===== src/rtl/field_pkg.sv =====
`default_nettype none
// +----------------------------------------------------------------------+
// | field_pkg                                                            |
// | Shared defaults, derived widths and state encoding for the unpacker. |
// | Revision: 1.0                                                        |
// +----------------------------------------------------------------------+
package field_pkg;

  localparam int FIELD_W    = 2;
  localparam int NUM_FIELDS = 5;
  localparam int WORD_W     = FIELD_W * NUM_FIELDS;

  typedef enum logic [0:0] {
    IDLE = 1'b0,
    EMIT = 1'b1
  } state_t;

endpackage
`default_nettype wire


===== src/rtl/field_shift_reg.sv =====
`default_nettype none
// +----------------------------------------------------------------------+
// | field_shift_reg                                                      |
// | Loadable left-shift register exposing its most-significant field.    |
// | Revision: 1.0                                                        |
// +----------------------------------------------------------------------+
module field_shift_reg #(
  parameter int FIELD_W    = field_pkg::FIELD_W,
  parameter int NUM_FIELDS = field_pkg::NUM_FIELDS
) (
  input  logic                          clk,
  input  logic                          rst_n,
  input  logic                          i_load,
  input  logic                          i_shift,
  input  logic [FIELD_W*NUM_FIELDS-1:0] i_load_data,
  output logic [FIELD_W-1:0]            o_top_field
);

  localparam int c_word_w = FIELD_W * NUM_FIELDS;

  logic [c_word_w-1:0] r_data;

  // Load wins over shift so a new word can replace the last field in one cycle.
  always_ff @(posedge clk or negedge rst_n) begin
    if (!rst_n) begin
      r_data <= '0;
    end else if (i_load) begin
      r_data <= i_load_data;
    end else if (i_shift) begin
      r_data <= {r_data[c_word_w-FIELD_W-1:0], {FIELD_W{1'b0}}};
    end
  end

  assign o_top_field = r_data[c_word_w-1 -: FIELD_W];

endmodule
`default_nettype wire


===== src/rtl/field_unpacker.sv =====
`default_nettype none
// +----------------------------------------------------------------------+
// | field_unpacker                                                       |
// | Splits a packed word into fields, emitted MS field first, one a beat.|
// | Revision: 1.0                                                        |
// +----------------------------------------------------------------------+
module field_unpacker #(
  parameter int FIELD_W    = field_pkg::FIELD_W,
  parameter int NUM_FIELDS = field_pkg::NUM_FIELDS,
  parameter int IDX_W      = 3
) (
  input  logic                          clk,
  input  logic                          rst_n,
  input  logic                          in_valid,
  output logic                          in_ready,
  input  logic [FIELD_W*NUM_FIELDS-1:0] in_data,
  output logic                          out_valid,
  input  logic                          out_ready,
  output logic [FIELD_W-1:0]            out_field,
  output logic [IDX_W-1:0]              out_idx,
  output logic                          out_last,
  output logic [7:0]                    word_cnt
);

  import field_pkg::*;

  localparam logic [IDX_W-1:0] c_last_idx = IDX_W'(NUM_FIELDS - 1);

  state_t             r_state;
  state_t             w_next_state;
  logic [IDX_W-1:0]   r_idx;
  logic [7:0]         r_word_cnt;
  logic               w_emit;
  logic               w_last;
  logic               w_out_fire;
  logic               w_in_fire;
  logic [FIELD_W-1:0] w_top_field;

  assign w_emit     = (r_state == EMIT);
  assign w_last     = (r_idx == c_last_idx);
  assign w_out_fire = w_emit & out_ready;
  assign w_in_fire  = in_valid & in_ready;

  always_ff @(posedge clk or negedge rst_n) begin
    if (!rst_n) begin
      r_state <= IDLE;
    end else begin
      r_state <= w_next_state;
    end
  end

  always_comb begin
    w_next_state = r_state;
    case (r_state)
      IDLE: if (w_in_fire) w_next_state = EMIT;
      EMIT: if (w_out_fire && w_last && !w_in_fire) w_next_state = IDLE;
      default: w_next_state = IDLE;
    endcase
  end

  // in_ready is gated by rst_n so nothing is advertised while held in reset.
  always_comb begin
    out_valid = w_emit;
    in_ready  = rst_n & (~w_emit | (w_out_fire & w_last));
    out_field = w_top_field;
    out_idx   = r_idx;
    out_last  = w_last;
  end

  always_ff @(posedge clk or negedge rst_n) begin
    if (!rst_n) begin
      r_idx <= '0;
    end else if (w_in_fire) begin
      r_idx <= '0;
    end else if (w_out_fire) begin
      r_idx <= w_last ? '0 : r_idx + 1'b1;
    end
  end

  always_ff @(posedge clk or negedge rst_n) begin
    if (!rst_n) begin
      r_word_cnt <= 8'd0;
    end else if (w_out_fire && w_last) begin
      r_word_cnt <= r_word_cnt + 8'd1;
    end
  end

  assign word_cnt = r_word_cnt;

  // Shifting on the final beat too leaves the register zeroed once idle.
  field_shift_reg #(
    .FIELD_W    (FIELD_W),
    .NUM_FIELDS (NUM_FIELDS)
  ) u_shift_reg (
    .clk         (clk),
    .rst_n       (rst_n),
    .i_load      (w_in_fire),
    .i_shift     (w_out_fire),
    .i_load_data (in_data),
    .o_top_field (w_top_field)
  );

endmodule
`default_nettype wire


===== config.mk =====
export PLATFORM = sky130hd
export DESIGN_NAME = field_unpacker
export DESIGN_NICKNAME = d
export VERILOG_FILES = /design/src/rtl/field_pkg.sv /design/src/rtl/field_shift_reg.sv /design/src/rtl/field_unpacker.sv
export SDC_FILE = /design/constraint.sdc
export NUM_CORES = 1
export LEC_CHECK = 0
export ABC_AREA = 1
export CAP_MARGIN = 20
export CORE_ASPECT_RATIO = 1.25
export CORE_MARGIN = 3
export CORE_UTILIZATION = 44
export DETAILED_ROUTE_END_ITERATION = 10
export PLACE_DENSITY = 0.75
export SLEW_MARGIN = 20
export SYNTH_ARGS = -nofsm -noshare
export SYNTH_HDL_FRONTEND = slang
export SYNTH_SLANG_ARGS = --single-unit

===== constraint.sdc =====
create_clock -name clk -period 1.35 [get_ports clk]
set_clock_uncertainty 0.05 [all_clocks]
set_input_delay 0.2025 -clock clk [delete_from_list [all_inputs] [get_ports clk]]
set_output_delay 0.2025 -clock clk [all_outputs]
set_load 0.05 [all_outputs]

==> results of run 1 <==
-- layer usage --
layer | part of all wire, % | routed length (µm) | GRT usage, %
met2 | 54 | 1870 | 38.8
met5 | 0 | 0 | 0
met4 | 2.6 | 90 | 8.63
met3 | 4.0 | 137 | 2.93
met1 | 39 | 1350 | 26.2
-- layout make-up --
cell class                 count  share of cell area [%]
clock inverter                 1                    1.43
sequential                    22                    26.5
multi-input combinational     99                    32.2
tap                           34                    2.02
inverter                      24                    5.05
timing repair buffer          53                    31.7
clock buffer                   3                    1.07
-- state kept, by name, summed over array words and instances (netlist names) --
register / count
word_cnt: 8
u_shift_reg.r_data: 10
out_idx: 3
out_valid: 1
-- stage by stage --
step           setup TNS [ns]  total power [µW]
2_1_floorplan           -4.16              2420
3_3_place_gp            -4.28              3370
3_5_place_dp            -4.98              3460
4_1_cts                 -4.06              4160
5_1_grt                 -6.64              4420
6_report                -4.74              4190
-- Yosys cell counts --
library cell	number
nand3_4	1
buf_2	4
dfrtp_1	22
xnor2_1	4
buf_4	2
o21bai_4	1
inv_1	23
nand2_1	28
o211ai_2	1
o21ai_0	5
nand2_2	1
nor2_4	1
buf_6	3
clkinv_2	1
ha_1	3
nor2_1	10
xor2_1	2
nand2_4	2
nand3_1	25
nand4_1	11
nor2_2	1
-- power by group through the flow --
stage                     clock network, µW  logic, µW  registers [µW]
after floorplan                           0        954            1470
after CTS                               526       2510            1130
after detailed placement                  0       2320            1140
after global placement                    0       2240            1130
final                                   524       2530            1140
after global routing                    555       2700            1160
-- logic make-up (layout without fill, tap and decap cells) --
family,Yosys count,after routing
AOI/OAI and AO/OA,7,7
xor gates and xnor gates,6,6
adders and majority gates,3,3
buffers and inverters,33,81
DFF,22,22
and+or+nand+nor,80,83
-- how the worst max path moves through the flow --
stage | to | slack [ns] | cells after the start
CTS | out_last | -0.37 | 7
global route | in_ready | -0.40 | 7
detailed placement | u_shift_reg.r_data[4] | -0.31 | 6
floorplan | out_idx[0] | -0.30 | 7
finish | in_ready | -0.33 | 7
global placement | out_idx[2] | -0.27 | 6
-- what timing repair did --
action / 4_1_cts / 5_1_grt
setup buffers: 7 / 5
setup endpoints to repair: 23 / 24
cloned: 3 / 0
resized for setup: 8 / 10
pin swaps: 10 / 8
==> results.sh, run 1 <==
export IMPL_violations="setup timing"
export IMPL_crit_fanout=3
export IMPL_crit_top_cell="nand2_4"
export IMPL_pre_cts_slack_ns=-0.314
export IMPL_grt_antenna_before_repair=0
export IMPL_tightest_slew_ns=0.516
export IMPL_place_congestion=0.796
export IMPL_switching_share_pct=43.0
export IMPL_drt_wirelength_per_cell_um=14.6
export IMPL_die_w_um=53.8
export IMPL_required_ns=1.10
export IMPL_rows=21
export IMPL_cts_num_sinks=22
export IMPL_vias=1241
export IMPL_cp_start_kind="flop"
export IMPL_seq_area_um2=558
export IMPL_holdBufCountCts=0
export IMPL_cts_tree="built"
export IMPL_synth_area_top_cells="dfrtp_1, nand3_1, nand2_1"
export IMPL_clk_path_buf_depth=2
export IMPL_r2r_start="out_idx[1]"
export IMPL_io_buffers=29
export IMPL_grt_first_pass_wirelength_um=5730
export IMPL_worstSetupEndpointType="primary output"
export IMPL_place_area_um2=1900
export IMPL_crit_path_start="out_idx[1]"
export IMPL_seqPwrFrac_pct=27.1
export IMPL_grt_overflow_total=0
export IMPL_finalCritPeriodShare_pct=125
export IMPL_die_h_um=65.8
export IMPL_hpwlAfterDp_um=2310
export IMPL_clk_latency_ns=0.32
export IMPL_fp_coreArea_um2=2710
export IMPL_synth_compound_area_share_pct=4.48
export IMPL_cts_root_buf="clkbuf_4"
export IMPL_wl_um=3440
export IMPL_syn_avg_cell_area_um2=8.33
export IMPL_rr_worst_depth=9
export IMPL_drive_gt1_share_pct=39.1
export IMPL_status="finished, violations left"
export IMPL_p_leak_uw=0.00101
export IMPL_placed_cells=220
export IMPL_yosys_warnings=0
export IMPL_yosysSeqAreaShare_pct=43.8
export IMPL_final_common_cell="nand2_1"
export IMPL_synth_nets=168
export IMPL_worst_path_max_delay_cell="dfrtp_2"
export IMPL_cp_top_family="flip-flops"
export IMPL_synth_top_family_by_area="simple AND/OR/NAND/NOR gates"
export IMPL_min_path_type="in2async"
export IMPL_synth_mux_area_share_pct=0
export IMPL_hold_viol_final=0
export IMPL_hold_ws_ns=0.139
export IMPL_timing_rr_end="word_cnt[4]"
export IMPL_final_util_pct=77.8
export IMPL_critical_path_class="reg2out"
export IMPL_period_needed_ns=1.68
export IMPL_intPower_uw=2390
export IMPL_grt_usage_pct=22.1
export IMPL_stdcell_area_um2=2100
export IMPL_yosys_area_share_adder_pct=2.99
export IMPL_max_freq_ghz=0.594
export IMPL_slowest_delay_ns=0.43
export IMPL_netlist_area_leader_share_pct=43.8
export IMPL_cp_num_buf_inv=3
export IMPL_layout_common_cells="nand2_1, inv_1, nand3_1, buf_12, buf_4"
export IMPL_htreeDepth=1
export IMPL_path_cells="inv_2 > ha_4 > nand2_4 > o21bai_4 > nand2_4 > clkinv_8 > buf_12"
export IMPL_slew_viol_final=0
export IMPL_drc=0
export IMPL_fill_cells=156
export IMPL_vias_per_cell=5.26
export IMPL_grt_pass1_vias=1241
export IMPL_drt_iter0_markers=65
export IMPL_synthSimpleGateAreaFrac_pct=31.8
export IMPL_io_pins=30
export IMPL_setup_slack_ns=-0.333
export IMPL_multi_input_area_um2=677
export IMPL_synth_xor_area_share_pct=4.18
export IMPL_relSlewSlack_pct=65.5
export IMPL_final_cells=236
export IMPL_start_util_pct=46.5
export IMPL_p_clk_share_pct=12.5
export IMPL_n_antenna_cell=0
export IMPL_area_growth_pct=67.4
export IMPL_ir_drop_mv=1.29
export IMPL_synth_top_area_cell="dfrtp_1"
export IMPL_netSwitchingPower_uw=1800
export IMPL_power_density_nw_per_um2=1990
export IMPL_ant_nets=0
export IMPL_maxCapViolCount=0
export IMPL_finalNetCount=220
export IMPL_synth_area_um2=1260
export IMPL_setup_violations=24
export IMPL_numCtsBuffers=3
export IMPL_p_comb_share_pct=60.4
export IMPL_cp_arrival_ns=1.43
export IMPL_drtPass1Iterations=4
export IMPL_grt_start_max_net_pins=19
export IMPL_rsz0062_at_grt="yes"
export IMPL_clk_pin_slew_worst_paths_ns=0.14
export IMPL_ys_types=21
export IMPL_ff2ff_setup_slack_ns=-0.31
export IMPL_die_area_um2=3540
export IMPL_synth_seq_cells=22
export IMPL_syn_instance_count=151
Note: power is estimated with default switching activity, not from simulation.
==> run 2: changes to the inputs <==
--- a/config.mk
+++ b/config.mk
@@ -8,10 +8,11 @@
 export ABC_AREA = 1
 export CAP_MARGIN = 20
 export CORE_ASPECT_RATIO = 1.25
-export CORE_MARGIN = 3
-export CORE_UTILIZATION = 44
+export CORE_MARGIN = 1.5
+export CORE_UTILIZATION = 40
 export DETAILED_ROUTE_END_ITERATION = 10
-export PLACE_DENSITY = 0.75
+export GPL_ROUTABILITY_DRIVEN = 0
+export PLACE_DENSITY = 0.69
 export SLEW_MARGIN = 20
 export SYNTH_ARGS = -nofsm -noshare
 export SYNTH_HDL_FRONTEND = slang
==> run 2 against run 1 <==
Net effect:
- the flow still finishes with violations (setup timing)
- utilization decreased by 7.6 points
- sequential power about the same
- clock power about the same
- critical path type is now in2out
- highest routed layer unchanged
==> results.sh, run 2 (synthesized netlist as in run 1, its figures left out) <==
export IMPL_wl_um=3260
export IMPL_stdcell_area_um2=2090
export IMPL_final_cells=236
export IMPL_cts_num_sinks=22
export IMPL_grt_usage_pct=21.5
export IMPL_clk_latency_ns=0.32
export IMPL_cts_root_buf="clkbuf_4"
export IMPL_switching_share_pct=42.7
export IMPL_violations="setup timing"
export IMPL_drtPass1Iterations=4
export IMPL_clk_path_buf_depth=2
export IMPL_maxCapViolCount=0
export IMPL_cts_tree="built"
export IMPL_relSlewSlack_pct=65.1
export IMPL_start_util_pct=42.3
export IMPL_grt_util_met2_pct=39.5
export IMPL_cp_start_kind="input pin"
export IMPL_vias_per_cell=5.19
export IMPL_slew_viol_final=0
export IMPL_status="finished, violations left"
export IMPL_grt_antenna_before_repair=0
export IMPL_area_growth_pct=65.9
export IMPL_met3_usage_pct=3.41
export IMPL_htreeDepth=1
export IMPL_grt_start_max_net_pins=20
export IMPL_io_pins=30
export IMPL_netSwitchingPower_uw=1790
export IMPL_ir_drop_mv=1.49
export IMPL_cp_arrival_ns=1.46
export IMPL_io_buffers=29
export IMPL_drive_gt1_share_pct=39.5
export IMPL_vias=1226
export IMPL_ant_nets=0
export IMPL_grt_first_pass_wirelength_um=5510
export IMPL_pre_cts_slack_ns=-0.338
export IMPL_setup_slack_ns=-0.360
export IMPL_die_h_um=65.7
export IMPL_min_path_type="in2reg"
export IMPL_required_ns=1.10
export IMPL_multi_input_area_um2=696
export IMPL_setup_violations=25
export IMPL_grt_pass1_vias=1233
export IMPL_grt_met1_usage_pct=23.8
export IMPL_period_needed_ns=1.71
export IMPL_worstSetupEndpointType="primary output"
export IMPL_die_w_um=53.2
export IMPL_critical_path_class="in2out"
export IMPL_rows=22
export IMPL_tightest_slew_ns=0.522
export IMPL_finalCritPeriodShare_pct=127
export IMPL_drt_iter0_markers=19
export IMPL_p_total_uw=4190
export IMPL_top_register="u_shift_reg.r_data"
export IMPL_drt_wirelength_per_cell_um=13.8
export IMPL_crit_fanout=6
export IMPL_n_antenna_cell=0
export IMPL_die_area_um2=3490
export IMPL_hold_viol_final=0
export IMPL_seq_area_um2=559
export IMPL_p_leak_uw=0.000986
export IMPL_grt_overflow_total=0
export IMPL_largest_register_ffs=10
export IMPL_place_area_um2=1870
export IMPL_final_util_pct=70.2
export IMPL_p_comb_share_pct=60.6
export IMPL_max_freq_ghz=0.585
export IMPL_layout_common_cells="nand2_1, inv_1, buf_4, nand3_1, buf_12"
export IMPL_p_clk_share_pct=12.4
export IMPL_power_density_nw_per_um2=2010
export IMPL_clk_pin_slew_worst_paths_ns=0.13
export IMPL_fp_coreArea_um2=2970
export IMPL_final_common_cell="nand2_1"
export IMPL_intPower_uw=2400
export IMPL_placed_cells=221
export IMPL_busiest_layer="met2"
export IMPL_drc=0
export IMPL_fill_cells=231
export IMPL_numCtsBuffers=3
export IMPL_seqPwrFrac_pct=27.0
export IMPL_holdBufCountCts=0
export IMPL_finalNetCount=218
export IMPL_hpwlAfterDp_um=2230
export IMPL_rsz0062_at_grt="yes"
## run 2: changes by cell type in the layout (fill, tap and decap cells not counted), moves of 2 or more
cell     change
xnor2_2      +2
buf_6        -3
buf_4        +2
xnor2_1      -2
## run 2: worst max-delay path, stage by stage
cell and delay (ns):
clkdlybuf4s50_1 0.80, buf_4 0.22, nand2_4 0.06, clkinv_8 0.05, buf_12 0.12
## run 2: worst paths after layout
| kind | endpoint | start | cells past startpoint | slack, ns |
|---|---|---|---|---|
| worst min register to register | u_shift_reg.r_data[1] | u_shift_reg.r_data[1] | 2 | 0.48 |
| worst max-delay path | in_ready | rst_n | 5 | -0.36 |
| worst max register to register | word_cnt[5] | out_idx[0] | 8 | -0.31 |
| max in group asynchronous | out_idx[0] | rst_n | 3 | 0.29 |
| min in group asynchronous | u_shift_reg.r_data[5] | rst_n | 2 | 0.54 |
| worst min-delay path | u_shift_reg.r_data[0] | in_data[0] | 3 | 0.39 |
## run 2: area by class of cell
cell class / count / area share (%)
Clock buffer: 3 / 1.08
Clock inverter: 1 / 1.44
Inverter: 24 / 5.10
Multi-Input combinational cell: 99 / 33.4
Sequential cell: 22 / 26.8
Tap cell: 36 / 2.16
Timing Repair Buffer: 51 / 30.1
## run 2: repair_timing
item,4_1_cts,5_1_grt
buffers inserted,5,3
gates resized for setup,7,8
gates cloned,3,0
setup endpoints to repair,19,25
pin swaps,6,5
## run 2: power by group through the flow
stage	clock network, µW	registers, µW	logic [µW]
finish	521	1130	2540
global route	557	1160	2710
CTS	529	1130	2470
detailed placement	0	1140	2290
global placement	0	1120	2230
floorplan	0	1470	954
## run 2: per-layer routing
| metal | part of all wire, % | up-vias | wire length (µm) |
|---|---|---|---|
| met5 | 0 | - | 0 |
| met4 | 0.83 | 0 | 27 |
| met3 | 5.2 | 4 | 168 |
| met2 | 60 | 43 | 1940 |
| met1 | 34 | 590 | 1120 |
| li1 | - | 589 | - |
## run 2: through the flow
step	setup TNS [ns]	hold WS, ns
after global routing	-6.53	0.411
after floorplan	-4.16	-0.143
final	-4.90	0.390
after detailed placement	-5.45	0.451
after global placement	-4.45	0.440
after CTS	-4.14	0.385
==> run 3: changes to the inputs <==
--- a/config.mk
+++ b/config.mk
@@ -8,7 +8,6 @@
 export ABC_AREA = 1
 export CAP_MARGIN = 20
 export CORE_ASPECT_RATIO = 1.25
-export CORE_MARGIN = 1.5
 export CORE_UTILIZATION = 40
 export DETAILED_ROUTE_END_ITERATION = 10
 export GPL_ROUTABILITY_DRIVEN = 0
==> run 3 against run 2 <==
Net effect:
- the run still ends with setup timing left
- non-clock buffer count fell by 1
- sequential power barely moved
- final area rose by 1.5%
- critical path depth did not move
- die area fell by 3.4%
- sequential share of layout area fell by 0.46 points
- highest routed layer unchanged
- utilization rose by 1.1 points
- combinational power rose by 6%
- maximum frequency fell by 0.50%
- global-route usage fell by 0.70 points
==> results.sh, run 3 (synthesized netlist as in run 1, its figures left out) <==
export IMPL_fill_cells=226
export IMPL_max_freq_ghz=0.582
export IMPL_die_area_um2=3370
export IMPL_final_common_cell="inv_1"
export IMPL_switching_share_pct=44.5
export IMPL_cp_start_kind="input pin"
export IMPL_drt_iter0_markers=19
export IMPL_worstSetupEndpointType="primary output"
export IMPL_status="finished, violations left"
export IMPL_required_ns=1.10
export IMPL_relSlewSlack_pct=65.4
export IMPL_drt_wirelength_per_cell_um=14.1
export IMPL_cp_arrival_ns=1.47
export IMPL_min_path_type="in2reg"
export IMPL_r2r_start="out_idx[0]"
export IMPL_htreeDepth=1
export IMPL_setup_slack_ns=-0.368
export IMPL_io_buffers=29
export IMPL_fp_coreArea_um2=2970
export IMPL_vias_per_cell=5.24
export IMPL_largest_register_ffs=10
export IMPL_seqPwrFrac_pct=27.0
export IMPL_cts_tree="built"
export IMPL_ant_nets=0
export IMPL_grt_overflow_total=0
export IMPL_intPower_uw=2330
export IMPL_power_density_nw_per_um2=1980
export IMPL_layout_common_cells="inv_1, nand2_1, buf_12, dfrtp_1, buf_4"
export IMPL_grt_start_max_net_pins=20
export IMPL_worst_path_max_delay_cell="clkdlybuf4s50_1"
export IMPL_final_util_pct=71.2
export IMPL_netSwitchingPower_uw=1870
export IMPL_p_clk_share_pct=9.2
export IMPL_ir_drop_mv=1.43
export IMPL_drtPass1Iterations=4
export IMPL_finalNetCount=217
export IMPL_critical_path_class="in2out"
export IMPL_hpwlAfterDp_um=2070
export IMPL_p_leak_uw=0.000994
export IMPL_numCtsBuffers=3
export IMPL_tightest_slew_ns=0.517
export IMPL_grt_antenna_before_repair=0
export IMPL_min_from="in_data[0]"
export IMPL_die_w_um=52.2
export IMPL_path_cells="clkdlybuf4s50_1 > buf_4 > nand2_4 > clkinv_8 > buf_12"
export IMPL_die_h_um=64.7
export IMPL_drc=0
export IMPL_slew_viol_final=0
export IMPL_clk_pin_slew_worst_paths_ns=0.13
export IMPL_drive_gt1_share_pct=44.2
export IMPL_crit_path_start="rst_n"
export IMPL_cp_top_family="buffers and inverters"
export IMPL_slowest_delay_ns=0.79
export IMPL_clk_latency_ns=0.32
export IMPL_rsz0062_at_grt="yes"
export IMPL_wl_um=3330
export IMPL_hold_viol_final=0
export IMPL_hold_ws_ns=0.370
export IMPL_top_register="u_shift_reg.r_data"
export IMPL_io_pins=30
export IMPL_cts_num_sinks=22
export IMPL_grt_first_pass_wirelength_um=5200
export IMPL_setup_violations=26
export IMPL_clk_path_buf_depth=2
export IMPL_finalCritPeriodShare_pct=127
export IMPL_period_needed_ns=1.72
export IMPL_vias=1231
export IMPL_area_growth_pct=68.4
export IMPL_rows=22
export IMPL_start_util_pct=42.3
export IMPL_grt_pass1_vias=1215
export IMPL_cp_num_buf_inv=4
export IMPL_p_comb_share_pct=63.8
export IMPL_maxCapViolCount=0
export IMPL_n_antenna_cell=0
export IMPL_grt_usage_pct=20.8
export IMPL_violations="setup timing"
export IMPL_cts_root_buf="clkbuf_4"
export IMPL_crit_fanout=6
[run 3: cell types whose count changed in the layout (fill, tap and decap cells not counted), moves of 2 or more]
cell	previous run	this run
buf_4	19	14
nand3_2	7	13
nand2_2	3	9
nand3_1	18	12
nand2_1	25	19
buf_6	3	5
[run 3: metal layers]
layer | wire length, µm | track usage, % | share of wire, %
met3 | 93 | 2.82 | 2.8
met5 | 0 | 0 | 0
met4 | 110 | 9.21 | 3.3
met1 | 1270 | 21.5 | 38
met2 | 1850 | 39.7 | 56
[run 3: layout make-up]
type | instances | area [µm²] | area share [%]
tap | 36 | 45.0 | 2.13
timing repair buffer | 50 | 647 | 30.6
clock buffer | 4 | 36.3 | 1.71
sequential | 22 | 558 | 26.4
inverter | 24 | 106 | 5.02
multi-input combinational | 99 | 724 | 34.2
[run 3: path summary, 6_finish.rpt]
| kind | end | slack, ns | cells past startpoint |
|---|---|---|---|
| max | in_ready | -0.37 | 5 |
| min | u_shift_reg.r_data[0] | 0.37 | 3 |
| max reg2reg | u_shift_reg.r_data[9] | -0.27 | 9 |
| min reg2reg | u_shift_reg.r_data[7] | 0.49 | 2 |
| max in group asynchronous | out_idx[1] | 0.24 | 3 |
| min in group asynchronous | u_shift_reg.r_data[2] | 0.57 | 2 |
[run 3: stage by stage]
step	setup WS, ns	cell area [µm²]	setup TNS (ns)	std cells	power, µW
floorplan	-0.297	1340	-4.16	151	2420
detailed placement	-0.360	1880	-5.15	221	3440
global route	-0.419	2120	-6.70	235	4400
global placement	-0.276	1880	-4.68	221	3370
finish	-0.368	2120	-5.13	235	4200
CTS	-0.391	2060	-6.13	234	4070
[run 3: tightest hold or removal path, cell delays in order]
cell,delay (ns)
clkdlybuf4s50_1,0.39
nand3_1,0.07
nand2_1,0.05
[run 3: power by group through the flow]
stage / sequential (µW) / clock, µW / combinational, µW
finish: 1130 / 387 / 2680
global route: 1160 / 427 / 2810
CTS: 1120 / 398 / 2550
detailed placement: 1130 / 0 / 2300
global placement: 1120 / 0 / 2250
floorplan: 1470 / 0 / 954
[run 3: what timing repair did]
item,CTS,global route
hold buffers,0,0
pin swaps,8,6
endpoints found under the setup margin,23,25
setup buffers,6,3
resized for setup,16,15
endpoints found under the hold margin,0,0
cloned,3,0
